File: src/rtl/readout_pkg.sv
// Shared definitions for the readout trigger controller.
// Holds the frame FSM state encoding and the default width of the timing and
// frame-count fields.
package readout_pkg;

  localparam int unsigned CNT_W_DEFAULT = 32;

  localparam int unsigned RTC_STATE_W = 3;

  localparam logic [RTC_STATE_W-1:0] RTC_IDLE      = 3'd0;
  localparam logic [RTC_STATE_W-1:0] RTC_EXPOSE    = 3'd1;
  localparam logic [RTC_STATE_W-1:0] RTC_TRIG      = 3'd2;
  localparam logic [RTC_STATE_W-1:0] RTC_WAIT_ACK  = 3'd3;
  localparam logic [RTC_STATE_W-1:0] RTC_WAIT_DONE = 3'd4;
  localparam logic [RTC_STATE_W-1:0] RTC_GAP       = 3'd5;

endpackage

File: src/rtl/cycle_timer.sv
// Loadable down-counter shared by the exposure, gap and timeout phases.
// A load of N makes `expired` true N cycles later. The counter then holds
// at zero until the next load.
// Ports:
//   CLK      in  clock
//   rst      in  synchronous active-high reset
//   load     in  load load_val this cycle
//   load_val in  W-bit value to load
//   value    out current count
//   expired  out count has reached zero
module cycle_timer #(
  parameter int unsigned W = 32
) (
  input  logic         CLK,
  input  logic         rst,
  input  logic         load,
  input  logic [W-1:0] load_val,
  output logic [W-1:0] value,
  output logic         expired
);

  logic [W-1:0] cnt_q;

  always_ff @(posedge CLK) begin
    if (rst) begin
      cnt_q <= '0;
    end else if (load) begin
      cnt_q <= load_val;
    end else if (cnt_q != '0) begin
      cnt_q <= cnt_q - 1'b1;
    end
  end

  assign value   = cnt_q;
  assign expired = (cnt_q == '0);

endmodule

File: src/rtl/readout_trigger_ctrl.sv
// Frame-level initiator for the row readout sequencer.
// Runs exposure, issues a one-cycle readout trigger, follows the sequencer's
// re_busy through acknowledge and completion, and repeats for NUM_FRAME frames
// (0 = until stop), with T_gap idle cycles between frames.
// Ports:
//   CLK, rst                      clock, synchronous active-high reset
//   start, stop                   run control levels
//   T_exp, T_gap, T_timeout       timing fields, latched on an accepted start
//   NUM_FRAME                     frames per run, latched on an accepted start
//   re_busy                       sequencer busy flag
//   trigger, EXP, run_busy, done  registered status / strobes
//   err_timeout                   sticky acknowledge-timeout flag
//   frame_cnt                     frames completed in the current run
module readout_trigger_ctrl
  import readout_pkg::*;
#(
  parameter int unsigned CNT_W = CNT_W_DEFAULT
) (
  input  logic             CLK,
  input  logic             rst,
  input  logic             start,
  input  logic             stop,
  input  logic [CNT_W-1:0] T_exp,
  input  logic [CNT_W-1:0] T_gap,
  input  logic [CNT_W-1:0] T_timeout,
  input  logic [CNT_W-1:0] NUM_FRAME,
  input  logic             re_busy,
  output logic             trigger,
  output logic             EXP,
  output logic             run_busy,
  output logic             done,
  output logic             err_timeout,
  output logic [CNT_W-1:0] frame_cnt
);

  // Timer reload value for a phase of `len` cycles; 0 behaves as 1.
  function automatic logic [CNT_W-1:0] len_m1(input logic [CNT_W-1:0] len);
    return (len == '0) ? '0 : len - 1'b1;
  endfunction

  logic [RTC_STATE_W-1:0] state_q, state_d;

  logic [CNT_W-1:0] t_exp_q, t_gap_q, t_timeout_q, n_frame_q;
  logic [CNT_W-1:0] frame_cnt_q, frame_cnt_d;
  logic             stop_pend_q, stop_pend_d;
  logic             err_q, err_d;
  logic             trig_q, trig_d;
  logic             exp_q, exp_d;
  logic             busy_q, busy_d;
  logic             done_q, done_d;

  // Decisions from the next-state logic consumed by the output logic.
  logic             accept;
  logic             frame_inc;
  logic             run_end;

  logic             tmr_load;
  logic [CNT_W-1:0] tmr_val;
  logic [CNT_W-1:0] tmr_value;
  logic             tmr_expired;

  cycle_timer #(
    .W (CNT_W)
  ) u_timer (
    .CLK      (CLK),
    .rst      (rst),
    .load     (tmr_load),
    .load_val (tmr_val),
    .value    (tmr_value),
    .expired  (tmr_expired)
  );

  // Only the expiry flag drives decisions; the raw count is informational.
  logic unused_tmr_value;
  assign unused_tmr_value = ^tmr_value;

  // State and registered outputs.
  always_ff @(posedge CLK) begin
    if (rst) begin
      state_q     <= RTC_IDLE;
      t_exp_q     <= '0;
      t_gap_q     <= '0;
      t_timeout_q <= '0;
      n_frame_q   <= '0;
      frame_cnt_q <= '0;
      stop_pend_q <= 1'b0;
      err_q       <= 1'b0;
      trig_q      <= 1'b0;
      exp_q       <= 1'b0;
      busy_q      <= 1'b0;
      done_q      <= 1'b0;
    end else begin
      state_q     <= state_d;
      if (accept) begin
        t_exp_q     <= T_exp;
        t_gap_q     <= T_gap;
        t_timeout_q <= T_timeout;
        n_frame_q   <= NUM_FRAME;
      end
      frame_cnt_q <= frame_cnt_d;
      stop_pend_q <= stop_pend_d;
      err_q       <= err_d;
      trig_q      <= trig_d;
      exp_q       <= exp_d;
      busy_q      <= busy_d;
      done_q      <= done_d;
    end
  end

  // Next-state, timer reloads and run bookkeeping.
  always_comb begin
    state_d     = state_q;
    stop_pend_d = stop_pend_q;
    err_d       = err_q;
    accept      = 1'b0;
    frame_inc   = 1'b0;
    run_end     = 1'b0;
    tmr_load    = 1'b0;
    tmr_val     = '0;

    unique case (state_q)
      RTC_IDLE: begin
        stop_pend_d = 1'b0;
        if (start && !stop) begin
          accept   = 1'b1;
          err_d    = 1'b0;
          state_d  = RTC_EXPOSE;
          tmr_load = 1'b1;
          tmr_val  = len_m1(T_exp);
        end
      end

      RTC_EXPOSE: begin
        if (stop) begin
          state_d = RTC_IDLE;
          run_end = 1'b1;
        end else if (tmr_expired) begin
          state_d = RTC_TRIG;
        end
      end

      RTC_TRIG: begin
        stop_pend_d = stop_pend_q | stop;
        state_d     = RTC_WAIT_ACK;
        tmr_load    = 1'b1;
        tmr_val     = len_m1(t_timeout_q);
      end

      RTC_WAIT_ACK: begin
        stop_pend_d = stop_pend_q | stop;
        // An acknowledge in the final allowed cycle still counts.
        if (re_busy) begin
          state_d = RTC_WAIT_DONE;
        end else if ((t_timeout_q != '0) && tmr_expired) begin
          err_d   = 1'b1;
          state_d = RTC_IDLE;
        end
      end

      RTC_WAIT_DONE: begin
        stop_pend_d = stop_pend_q | stop;
        if (!re_busy) begin
          frame_inc = 1'b1;
          if (((frame_cnt_q + 1'b1 == n_frame_q) && (n_frame_q != '0)) ||
              stop_pend_q || stop) begin
            state_d = RTC_IDLE;
            run_end = 1'b1;
          end else if (t_gap_q == '0) begin
            state_d  = RTC_EXPOSE;
            tmr_load = 1'b1;
            tmr_val  = len_m1(t_exp_q);
          end else begin
            state_d  = RTC_GAP;
            tmr_load = 1'b1;
            tmr_val  = t_gap_q - 1'b1;
          end
        end
      end

      RTC_GAP: begin
        if (stop) begin
          state_d = RTC_IDLE;
          run_end = 1'b1;
        end else if (tmr_expired) begin
          state_d  = RTC_EXPOSE;
          tmr_load = 1'b1;
          tmr_val  = len_m1(t_exp_q);
        end
      end

      default: begin
        state_d = RTC_IDLE;
      end
    endcase
  end

  // Output values follow the state being entered, so they are valid on the
  // same edge as the transition.
  always_comb begin
    trig_d = (state_d == RTC_TRIG);
    exp_d  = (state_d == RTC_EXPOSE);
    busy_d = (state_d != RTC_IDLE);
    done_d = run_end;
    frame_cnt_d = frame_cnt_q;
    if (accept) begin
      frame_cnt_d = '0;
    end else if (frame_inc) begin
      frame_cnt_d = frame_cnt_q + 1'b1;
    end
  end

  assign trigger     = trig_q;
  assign EXP         = exp_q;
  assign run_busy    = busy_q;
  assign done        = done_q;
  assign err_timeout = err_q;
  assign frame_cnt   = frame_cnt_q;

endmodule

File: config.mk
export PLATFORM = sky130hd
export DESIGN_NAME = readout_trigger_ctrl
export DESIGN_NICKNAME = d
export VERILOG_FILES = /design/src/rtl/readout_pkg.sv /design/src/rtl/cycle_timer.sv /design/src/rtl/readout_trigger_ctrl.sv
export SDC_FILE = /design/constraint.sdc
export NUM_CORES = 1
export LEC_CHECK = 0
export ABC_CLOCK_PERIOD_IN_PS = 4350
export BUFFER_PORTS_ARGS = -buffer_cell sky130_fd_sc_hd__clkbuf_2
export CORE_MARGIN = 8
export CORE_UTILIZATION = 40
export CTS_CLUSTER_SIZE = 24
export DETAILED_ROUTE_END_ITERATION = 7
export GPL_ROUTABILITY_DRIVEN = 0
export SLEW_MARGIN = 20
export SYNTH_ARGS = -nofsm -noshare
export SYNTH_HDL_FRONTEND = slang
export SYNTH_SLANG_ARGS = --single-unit
File: constraint.sdc
create_clock -name CLK -period 4.35 [get_ports CLK]
set_input_delay 0.87 -clock CLK [delete_from_list [all_inputs] [get_ports CLK]]
set_output_delay 0.87 -clock CLK [all_outputs]
set_load 0.1 [all_outputs]
# ---- Word-level counts from Yosys, hierarchy flattened
# Cells that the tools add are included.
# W data, S select, Z words.
dict set report totals {
  input_bits 133
  ff_bits 201
  out_inout_bits 37
  word_cells 95
}
dict set report classes {
  n_reduce_logical 23
  n_addsub 6
  eq_ne 11
  muxes 41
  bitwise 1
}
# op n
set ops {}
lappend ops {{$mux W32} 11}
lappend ops {{$logic_not A32 Y1} 5}
lappend ops {{$sub A32 B1 Y32 const B} 5}
lappend ops {{$pmux W32 S4} 1}
lappend ops {{$reduce_bool A32 Y1} 3}
lappend ops {{$add A32 B1 Y32 const B} 1}
lappend ops {{$eq A32 B32 Y1} 1}
lappend ops {{$mux W3} 10}
lappend ops {{$pmux W3 S6} 1}
lappend ops {{$mux W1} 14}
lappend ops {{$eq A3 B2 Y1 const B} 3}
lappend ops {{$eq A3 B1 Y1 const B} 2}
lappend ops {{$eq A3 B3 Y1 const B} 2}
lappend ops {{$ne A2 B2 Y1 const B} 3}
lappend ops {{$pmux W1 S2} 3}
lappend ops {{$reduce_bool A2 Y1} 3}
lappend ops {{$pmux W1 S4} 1}
lappend ops {{$reduce_and A4 Y1} 1}
lappend ops {{$reduce_or A2 Y1} 2}
lappend ops {{$logic_and A1 B1 Y1} 3}
lappend ops {{$logic_not A3 Y1} 1}
lappend ops {{$reduce_bool A3 Y1} 1}
lappend ops {{$reduce_or A3 Y1} 1}
lappend ops {{$logic_or A1 B1 Y1} 2}
lappend ops {{2 further kinds} 2}

# ---- Longest topological paths before layout
# Gate-level depths: netlist of run 1.
dict set report depth {
  depth_word 9
  mapped_depth 13
  depth_no_buf 11
}

# ---- Hierarchy
# A second synthesis of run 1 with hierarchy kept.
dict set report hier_totals {
  cells_unflattened 1666
  hier_area_um2 12464.5
}
# mod seq_area_each_um2 instances area_per_inst_um2 cells_each
set by_module_without_submodules {}
lappend by_module_without_submodules {readout_trigger_ctrl 3383.2 1 10630.2 1456}
lappend by_module_without_submodules {cycle_timer 640.6 1 1834.3 210}

# ---- Least setup slack after synthesis of run 1
# Ideal clock, no wire load.
dict set report synth_timing {
  path_kind {register -> register}
  from {register frame_cnt_q[0], in the netlist frame_cnt[0]}
  to {register busy_q, in the netlist run_busy}
  path_slack_ns 0.640
  synth_period_minus_slack_ns 3.710
  t_arrival_ns 3.595
  path_stages_with_launch 13
  path_cell_list {dfxtp_1 -> nand4_1 -> or4_1 -> buf_2 -> or3_1 -> o2bb2ai_1 -> nor4_2 -> nand4_1 -> nand2_1 -> buf_6 -> buf_6 -> nand3_1 -> o21ba_1}
}
dict set report synth_between {
  elab_chain_cells 9
}
# item line
set synth_rtl {}
lappend synth_rtl {{start, declared} readout_trigger_ctrl.sv:44} ;# logic [CNT_W-1:0] frame_cnt_q, frame_cnt_d;
lappend synth_rtl {{start signal, assigned} readout_trigger_ctrl.sv:100} ;# frame_cnt_q <= frame_cnt_d;
lappend synth_rtl {{$add A32 B1 Y32} readout_trigger_ctrl.sv:164} ;# if (((frame_cnt_q + 1'b1 == n_frame_q) && (n_frame_q != '0)) ||
lappend synth_rtl {{$eq A32 B32 Y1} readout_trigger_ctrl.sv:164}
lappend synth_rtl {{$logic_and A1 B1 Y1} readout_trigger_ctrl.sv:164}
lappend synth_rtl {{$logic_or A1 B1 Y1} readout_trigger_ctrl.sv:164}
lappend synth_rtl {{$logic_or A1 B1 Y1} readout_trigger_ctrl.sv:165} ;# stop_pend_q || stop) begin
lappend synth_rtl {{$mux W3} readout_trigger_ctrl.sv:164}
lappend synth_rtl {{$mux W3} readout_trigger_ctrl.sv:162} ;# if (!re_busy) begin
lappend synth_rtl {{$pmux W3 S6} readout_trigger_ctrl.sv:121} ;# unique case (state_q)
lappend synth_rtl {{$reduce_bool A3 Y1} readout_trigger_ctrl.sv:202} ;# busy_d = (state_d != RTC_IDLE);
lappend synth_rtl {{end signal, assigned} readout_trigger_ctrl.sv:105} ;# busy_q <= busy_d;
lappend synth_rtl {{end, declared} readout_trigger_ctrl.sv:49} ;# logic busy_q, busy_d;
# Every way passes these cells.
# A chain may end at the register's enable or synchronous reset.

# ---- Worst setup path in the final report of run 1
dict set report layout_timing {
  from {register frame_cnt_q[7], in the netlist frame_cnt[7]}
  to {register u_timer.cnt_q[16], in the netlist u_timer.value[16]}
}
dict set report layout_between {
  elab_chain_cells 9
  word_cells_on_any_way 13
  cone_classes {1 x add/sub; 1 x eq/ne; 7 x mux; 4 x reduce/logical}
}
# item line
set layout_rtl {}
lappend layout_rtl {{$add A32 B1 Y32 *} readout_trigger_ctrl.sv:164}
lappend layout_rtl {{$eq A32 B32 Y1 *} readout_trigger_ctrl.sv:164}
lappend layout_rtl {{$logic_and A1 B1 Y1 *} readout_trigger_ctrl.sv:164}
lappend layout_rtl {{$logic_or A1 B1 Y1 *} readout_trigger_ctrl.sv:164}
lappend layout_rtl {{$logic_or A1 B1 Y1 *} readout_trigger_ctrl.sv:165}
lappend layout_rtl {{$mux W32 / $mux W1 (equally long branches)} readout_trigger_ctrl.sv:164}
lappend layout_rtl {{$mux W32 / $mux W1 (equally long branches)} readout_trigger_ctrl.sv:162}
lappend layout_rtl {{$pmux W32 S4 / $pmux W1 S4 (equally long branches)} readout_trigger_ctrl.sv:121}
lappend layout_rtl {{$mux W32 / $reduce_bool A2 Y1 (equally long branches)} --}
lappend layout_rtl {{end signal, assigned} cycle_timer.sv:28} ;# cnt_q <= load_val;
lappend layout_rtl {{end signal, assigned} cycle_timer.sv:30} ;# cnt_q <= cnt_q - 1'b1;
lappend layout_rtl {{end, declared} cycle_timer.sv:22} ;# logic [W-1:0] cnt_q;
# Mark *: on every way between the ends. The rest lies on a longest branch, timed or not.

==> impl_metrics.csv, run 1 <==
group,metric,value,unit
outcome,run_status,"finished clean",
clock_network,cts_tree,"built",
critical_path,start_kind,"flip-flop",
route,drc_errors,0,
floorplanning,num_rows,64,
clock_network,clkSinkCount,201,
layout,layout-drive-gt1-share,0.141,
place,io_buffer_count,169,
floorplanning,die_h,193,um
critical_path,reg2reg_to,"u_timer.value[16]$_SDFFE_PP0P_",
min_path,min_path_cells,2,
power,vdd.ir_drop.worst,0.266,mV
clock_network,post-cts-setup-buffer-count,0,
clock_network,cts_hold_buf,0,
global_route,grt_pass1_vias,12000,
critical_path,critPathSlowestCell,"or4_1",
global_route,grt_max_degree,86,
route,wire_per_inst,19.2,um
critical_path,required,4720,ps
critical_path,cp_num_buf_inv,1,
sta,worst_slew_pin_slew,847,ps
yosys,synthesis.area,12500,sq um
global_route,grt_pass1_wl,66900,um
sta,min_period,3780,ps
floorplanning,core,30700,sq um
power,leakage,5.61,nW
critical_path,crit_type,"reg2reg",
min_path,hold_class,"reg2reg",
route,ant_nets,0,
yosys,syn_avg_cell_area,7.27,sq um
critical_path,r2r-start,"frame_cnt[7]$_SDFFE_PP0P_",
route,viasPerCell,5.71,
yosys,synth_edf_count,0,
route,wl,43300,um
floorplanning,dieWidth,193,um
yosys,syn_inst,1714,
yosys,seq_area_frac_synth,0.323,
clock_network,clk_latency,530,ps
layout,final_util,0.474,
critical_path,reg2reg_setup_slack,570,ps
yosys,ys_types,65,
clock_network,cts_resized,0,
sta,hold_viol,0,
power,power.density,382,nW/um^2
critical_path,crit_chain,"nand4_4 > or4_1 > or3_1 > o2bb2ai_1 > nor4_2 > nand4_1 > nand2_1 > buf_4 > mux2i_1 > a21oi_1",
layout,syn2layout_area_growth,16.6,%
route,drt_iter0_drc,1136,
layout,insertedDiodeCount,0,
floorplanning,num_io_pins,170,
critical_path,r2r_cells,10,
route,num_vias,12900,
route,first_pass_iters,5,
global_route,antenna_found_initial,1,
critical_path,critPathCaptureType,"flip-flop",
min_path,hold_end,"t_timeout_q[7]$_SDFFE_PP0P_",
power,p_total,0.00556,W
clock_network,ctsHtreeMaxLevel,1,
clock_network,cts_buffer_depth,3,
critical_path,max_stage_delay,670,ps
yosys,synth_top_flop_cell,"dfxtp_1",
sta,drv_slew,0,
floorplanning,initial_core_util,0.406,
critical_path,worstSetupPathDepth,10,
global_route,track_usage,0.225,
clock_network,clk_pin_slew,60,ps
sta,slew_headroom,0.433,
place,hpwl,32800,um
sta,clock_skew,13.1,ps
sta,max_freq,264,MHz
yosys,syn_nets,1857,
flow_run,max_cap_violations,0,
sta,fin_crit_sh,0.869,
clock_network,cts-buffers-inserted,24,
sta,rsz0062_at_grt,"false",
global_route,grt_overflow_total,0,
place,dp.cells,2207,
sta,finalSetupViolCount,0,
critical_path,critical_path_arrival,4160,ps
yosys,async_flop_share,0,
clock_network,clock-root-buffer,"clkbuf_16",
yosys,ys_ff_latch,201,
critical_path,crit_fanout,12,
sta,tns,0,ps
layout,final_cells,2250,
layout,nNetsFinal,1980,
yosys,yosys_warnings,0,
floorplanning,die_area,37100,sq um
min_path,min-delay-start,"t_timeout_q[7]$_SDFFE_PP0P_",
critical_path,critPathTopFamily,"simple AND/OR/NAND/NOR gates",
## stage by stage
step | hold slack, ps | worst slack (ps) | cell area (sq um)
global route | 505 | 230 | 14500
detailed placement | 472 | 469 | 13700
floorplan | 449 | 640 | 12500
CTS | 479 | 589 | 14500
global placement | 466 | 530 | 13700
finish | 474 | 569 | 14500
## power by group
part / internal, W / total [W] / switching (W)
Sequential: 0.00194 / 0.00207 / 0.000127
Clock: 0.00139 / 0.00221 / 0.000823
Combinational: 0.000482 / 0.00128 / 0.000794
Total: 0.00381 / 0.00556 / 0.00174
## layer usage
layer	GRT usage	share of wire	vias up
met5	0	0	-
met4	0.0958	0.046	0
met3	0.0387	0.075	92
met2	0.345	0.43	522
met1	0.308	0.45	5974
li1	-	-	6262
## layout by cell type (no fill, tap or decap), types with 27 or more instances in the layout
cell type and instances:
o21ai_0 37, or3_1 27, clkbuf_2 168, nor3_1 56, nand2_1 356, a21oi_1 199
nor2_1 149, nand3_1 37, xnor2_1 107, nand4_1 30, xor2_1 87, buf_4 33
dfxtp_1 201, nor4_1 53
## worst register-to-register path: cells and delay by family (launching register included)
| kind | cells | cell delay, ps |
|---|---|---|
| and+or+nand+nor | 6 | 2280 |
| DFF | 1 | 560 |
| buffers and inverters | 1 | 320 |
| AOI/OAI and AO/OA | 2 | 240 |
| muxes | 1 | 230 |
## worst max-delay path by stage
stage	from	endpoint	slack [ps]
2_1_floorplan	frame_cnt[0]$_SDFFE_PP0P_	run_busy$_SDFF_PP0_	640
3_3_place_gp	T_exp[20]	u_timer.value[10]$_SDFFE_PP0P_	530
3_5_place_dp	T_exp[20]	u_timer.value[10]$_SDFFE_PP0P_	470
4_1_cts	frame_cnt[2]$_SDFFE_PP0P_	u_timer.value[16]$_SDFFE_PP0P_	590
5_1_grt	frame_cnt[0]$_SDFFE_PP0P_	u_timer.value[0]$_SDFFE_PP0P_	230
6_report	frame_cnt[7]$_SDFFE_PP0P_	u_timer.value[16]$_SDFFE_PP0P_	570
## cell usage after synthesis, types with 27 or more instances
cell type / count / area (sq um)
nor2_1: 150 / 563
nand4_1: 30 / 188
xnor2_1: 107 / 937
or3_1: 27 / 169
nor3_1: 56 / 280
dfxtp_1: 201 / 4020
nor4_1: 53 / 332
nand2_1: 356 / 1340
clkbuf_1: 93 / 349
o21ai_0: 37 / 185
a21oi_1: 199 / 996
nand3_1: 38 / 190
xor2_1: 87 / 762
## area by class of cell
cell class | count | area [sq um]
Tap cell | 396 | 495
Clock inverter | 8 | 149
Multi-Input combinational cell | 1390 | 7970
Sequential cell | 201 | 4020
Timing Repair Buffer | 202 | 1110
Clock buffer | 35 | 723
Fill cell | 3197 | 16100
Inverter | 18 | 67.6
## flip-flops by register name, summed over array words and instances, names as in the netlist, 3 cells and up
register / cells
frame_cnt: 32
n_frame_q: 32
state_q: 3
t_exp_q: 32
t_gap_q: 32
t_timeout_q: 32
u_timer.value: 32
## cells by family (layout without fill, tap and decap cells)
| group | count (synthesis) | count (layout) | share of synthesized area |
|---|---|---|---|
| AOI/OAI and AO/OA | 356 | 356 | 0.169 |
| xor gates and xnor gates | 195 | 195 | 0.138 |
| adders and majority gates | 10 | 10 | 0.0100 |
| buffers and inverters | 123 | 263 | 0.0401 |
| DFF | 201 | 201 | 0.323 |
| muxes | 12 | 12 | 0.00974 |
| and+or+nand+nor | 817 | 817 | 0.310 |
No activity file was read; power rests on OpenSTA's default activity.
==> run 2: changes to the inputs <==
--- a/config.mk
+++ b/config.mk
@@ -5,7 +5,7 @@
 export SDC_FILE = /design/constraint.sdc
 export NUM_CORES = 1
 export LEC_CHECK = 0
-export ABC_CLOCK_PERIOD_IN_PS = 4350
+export ABC_CLOCK_PERIOD_IN_PS = 4500
 export BUFFER_PORTS_ARGS = -buffer_cell sky130_fd_sc_hd__clkbuf_2
 export CORE_MARGIN = 8
 export CORE_UTILIZATION = 40
@@ -15,4 +15,5 @@
 export SLEW_MARGIN = 20
 export SYNTH_ARGS = -nofsm -noshare
 export SYNTH_HDL_FRONTEND = slang
+export SYNTH_HIERARCHICAL = 1
 export SYNTH_SLANG_ARGS = --single-unit
==> constraint.sdc (replaced) <==
create_clock -name CLK -period 4.5 [get_ports CLK]
set_input_delay 0.9 -clock CLK [delete_from_list [all_inputs] [get_ports CLK]]
set_output_delay 0.9 -clock CLK [all_outputs]
set_load 0.1 [all_outputs]
==> impl_metrics.csv, run 2 <==
group,metric,value,unit
route,drc_errors,0,
sta,tns,0,ps
sta,drv_slew,0,
layout,syn2layout_area_growth,16.4,%
power,switching_power,0.00178,W
clock_network,clk_latency,540,ps
clock_network,cts-buffers-inserted,25,
clock_network,clkSinkCount,201,
layout,nFillCells,3124,
layout,insertedDiodeCount,0,
sta,worst_slew_pin_slew,868,ps
route,first_pass_iters,5,
global_route,grt_pass1_wl,66200,um
yosys,synth_top_area_share,0.323,
power,swShare,0.331,
global_route,antenna_found_initial,0,
layout,final_cell_mix,"358 x nand2_1, 200 x dfxtp_1, 178 x a21oi_1",
outcome,run_status,"finished clean",
layout,final_cells,2217,
place,dp.cells,2171,
clock_network,cts_tree,"built",
yosys,async_flop_share,0,
layout,seq_area,4030,sq um
power,seqPwrFrac,0.377,
route,wire_per_inst,19.2,um
global_route,track_usage,0.221,
sta,rsz0062_at_grt,"false",
floorplanning,num_rows,64,
floorplanning,core,30700,sq um
critical_path,required,4970,ps
floorplanning,die_h,193,um
route,wl,42500,um
min_path,hold_class,"reg2reg",
sta,max_freq,253,MHz
yosys,syn_nets,1805,
sta,finalSetupViolCount,0,
clock_network,clk_pin_slew,60,ps
power,p_int,0.00360,W
clock_network,clock-root-buffer,"clkbuf_16",
yosys,seq_area_frac_synth,0.323,
sta,slew_headroom,0.422,
yosys,syn_avg_cell_area,7.48,sq um
clock_network,ctsHtreeMaxLevel,1,
route,num_vias,12600,
sta,fin_crit_sh,0.880,
flow_run,max_cap_violations,0,
critical_path,start_kind,"flip-flop",
global_route,grt_max_degree,113,
yosys,synth_top_area_cell,"dfxtp_1",
yosys,ys_types,88,
yosys,ys_ff_latch,201,
power,power.density,371,nW/um^2
layout,layout-drive-gt1-share,0.169,
critical_path,critical_path_arrival,4430,ps
yosys,syn_inst,1666,
place,hpwl,32200,um
route,ant_nets,0,
power,p_clk_frac,0.372,
yosys,yosys_warnings,6,
sta,clock_skew,14.9,ps
global_route,grt_overflow_total,0,
clock_network,cts_resized,0,
yosys,synthesis.area,12500,sq um
layout,final_common_cell,"nand2_1",
yosys,synth_edf_count,0,
power,leakage,5.66,nW
sta,min_period,3960,ps
sta,hold_viol,0,
yosys,synth_top_flop_cell,"dfxtp_1",
clock_network,cts_hold_buf,0,
floorplanning,initial_core_util,0.406,
power,vdd.ir_drop.worst,0.291,mV
global_route,grt_pass1_vias,11900,
floorplanning,num_io_pins,170,
route,drt_iter0_drc,832,
layout,nNetsFinal,1941,
floorplanning,dieWidth,193,um
place,io_buffer_count,169,
power,p_total,0.00538,W
yosys,yosys-top-cells-count,"358 x nand2_1, 201 x dfxtp_1, 178 x a21oi_1",
route,viasPerCell,5.67,
critical_path,crit_type,"reg2reg",
clock_network,cts_buffer_depth,3,
floorplanning,die_area,37100,sq um
power,combPwrFrac,0.251,
critical_path,crit_fanout,19,
layout,multi_input_area,7890,sq um
clock_network,post-cts-setup-buffer-count,0,
yosys,synth.most_common_cell,"nand2_1",
yosys,synth_area_leaders,"dfxtp_1 32%, nand2_1 11%, a21oi_1 7.1%",
critical_path,critPathCaptureType,"flip-flop",
[run 2: changes by cell type after synthesis, sizes merged, moves of 10 or more]
cell and delta:
a211oi -12, a21oi -20, and3 -11, buf +11, clkbuf -15, nand2b +17
nand3 -13, nor2 -50, o211a +10, o21ai +28, or4 +11, xnor2 -13
[run 2: cells by family after synthesis]
family | count (synthesis) | share of synthesized area
AND/OR/NAND/NOR | 779 | 0.313
XOR/XNOR | 186 | 0.131
AO/OA/AOI/OAI | 359 | 0.177
multiplexers | 6 | 0.00492
adder cells (fa/ha/maj) | 6 | 0.00602
flip-flops | 201 | 0.323
buffers and inverters | 129 | 0.0460
[run 2: through the flow]
step,hold slack [ps],cell area [sq um],util,worst slack (ps)
4_1_cts,474,14500,0.473,613
6_report,469,14500,0.473,540
5_1_grt,505,14500,0.473,310
3_5_place_dp,461,13700,0.446,635
3_3_place_gp,462,13700,0.446,683
2_1_floorplan,449,12500,-,16.6
[run 2: area by class of cell]
type,instances,area share
clock inverters,7,0.00535
multi-input cells,1336,0.544
inverters,28,0.00811
repair buffers,210,0.0805
well taps,396,0.0341
flip-flops and latches,201,0.277
clock buffers,39,0.0509
[run 2: routing by layer]
metal / GRT usage / vias to the layer above / routed length, um
met4: 0.0790 / 0 / 1550
met5: 0 / - / 0
met3: 0.0329 / 90 / 2430
met2: 0.357 / 409 / 19200
li1: - / 6141 / -
met1: 0.297 / 5929 / 19300
[run 2: final timing paths]
kind / cells past startpoint / slack, ps / startpoint / end
worst max-delay path: 13 / 540 / frame_cnt[1]$_SDFFE_PP0P_ / u_timer/value[23]$_SDFFE_PP0P_
worst min-delay path: 2 / 470 / err_timeout$_SDFFE_PP0P_ / err_timeout$_SDFFE_PP0P_
worst max register to register: 13 / 540 / frame_cnt[1]$_SDFFE_PP0P_ / u_timer/value[23]$_SDFFE_PP0P_
worst min register to register: 2 / 470 / err_timeout$_SDFFE_PP0P_ / err_timeout$_SDFFE_PP0P_
[run 2: critical path, cell delays in order, from the launching register on]
cell,delay [ps]
dfxtp_1,410
ha_1,270
nand3_2,200
nor4_4,450
buf_4,240
nand2_2,70
o311ai_1,220
nand4_1,160
or4_4,590
nand2_2,100
nand4_1,140
buf_4,290
or3_4,540
o21ai_0,200
[run 2: power by group through the flow]
stage	sequential, W	combinational, W	clock (W)
floorplan	0.00203	0.000924	0
global placement	0.00206	0.00132	0
detailed placement	0.00206	0.00134	0
CTS	0.00202	0.00134	0.00204
global route	0.00204	0.00147	0.00211
finish	0.00203	0.00135	0.00200
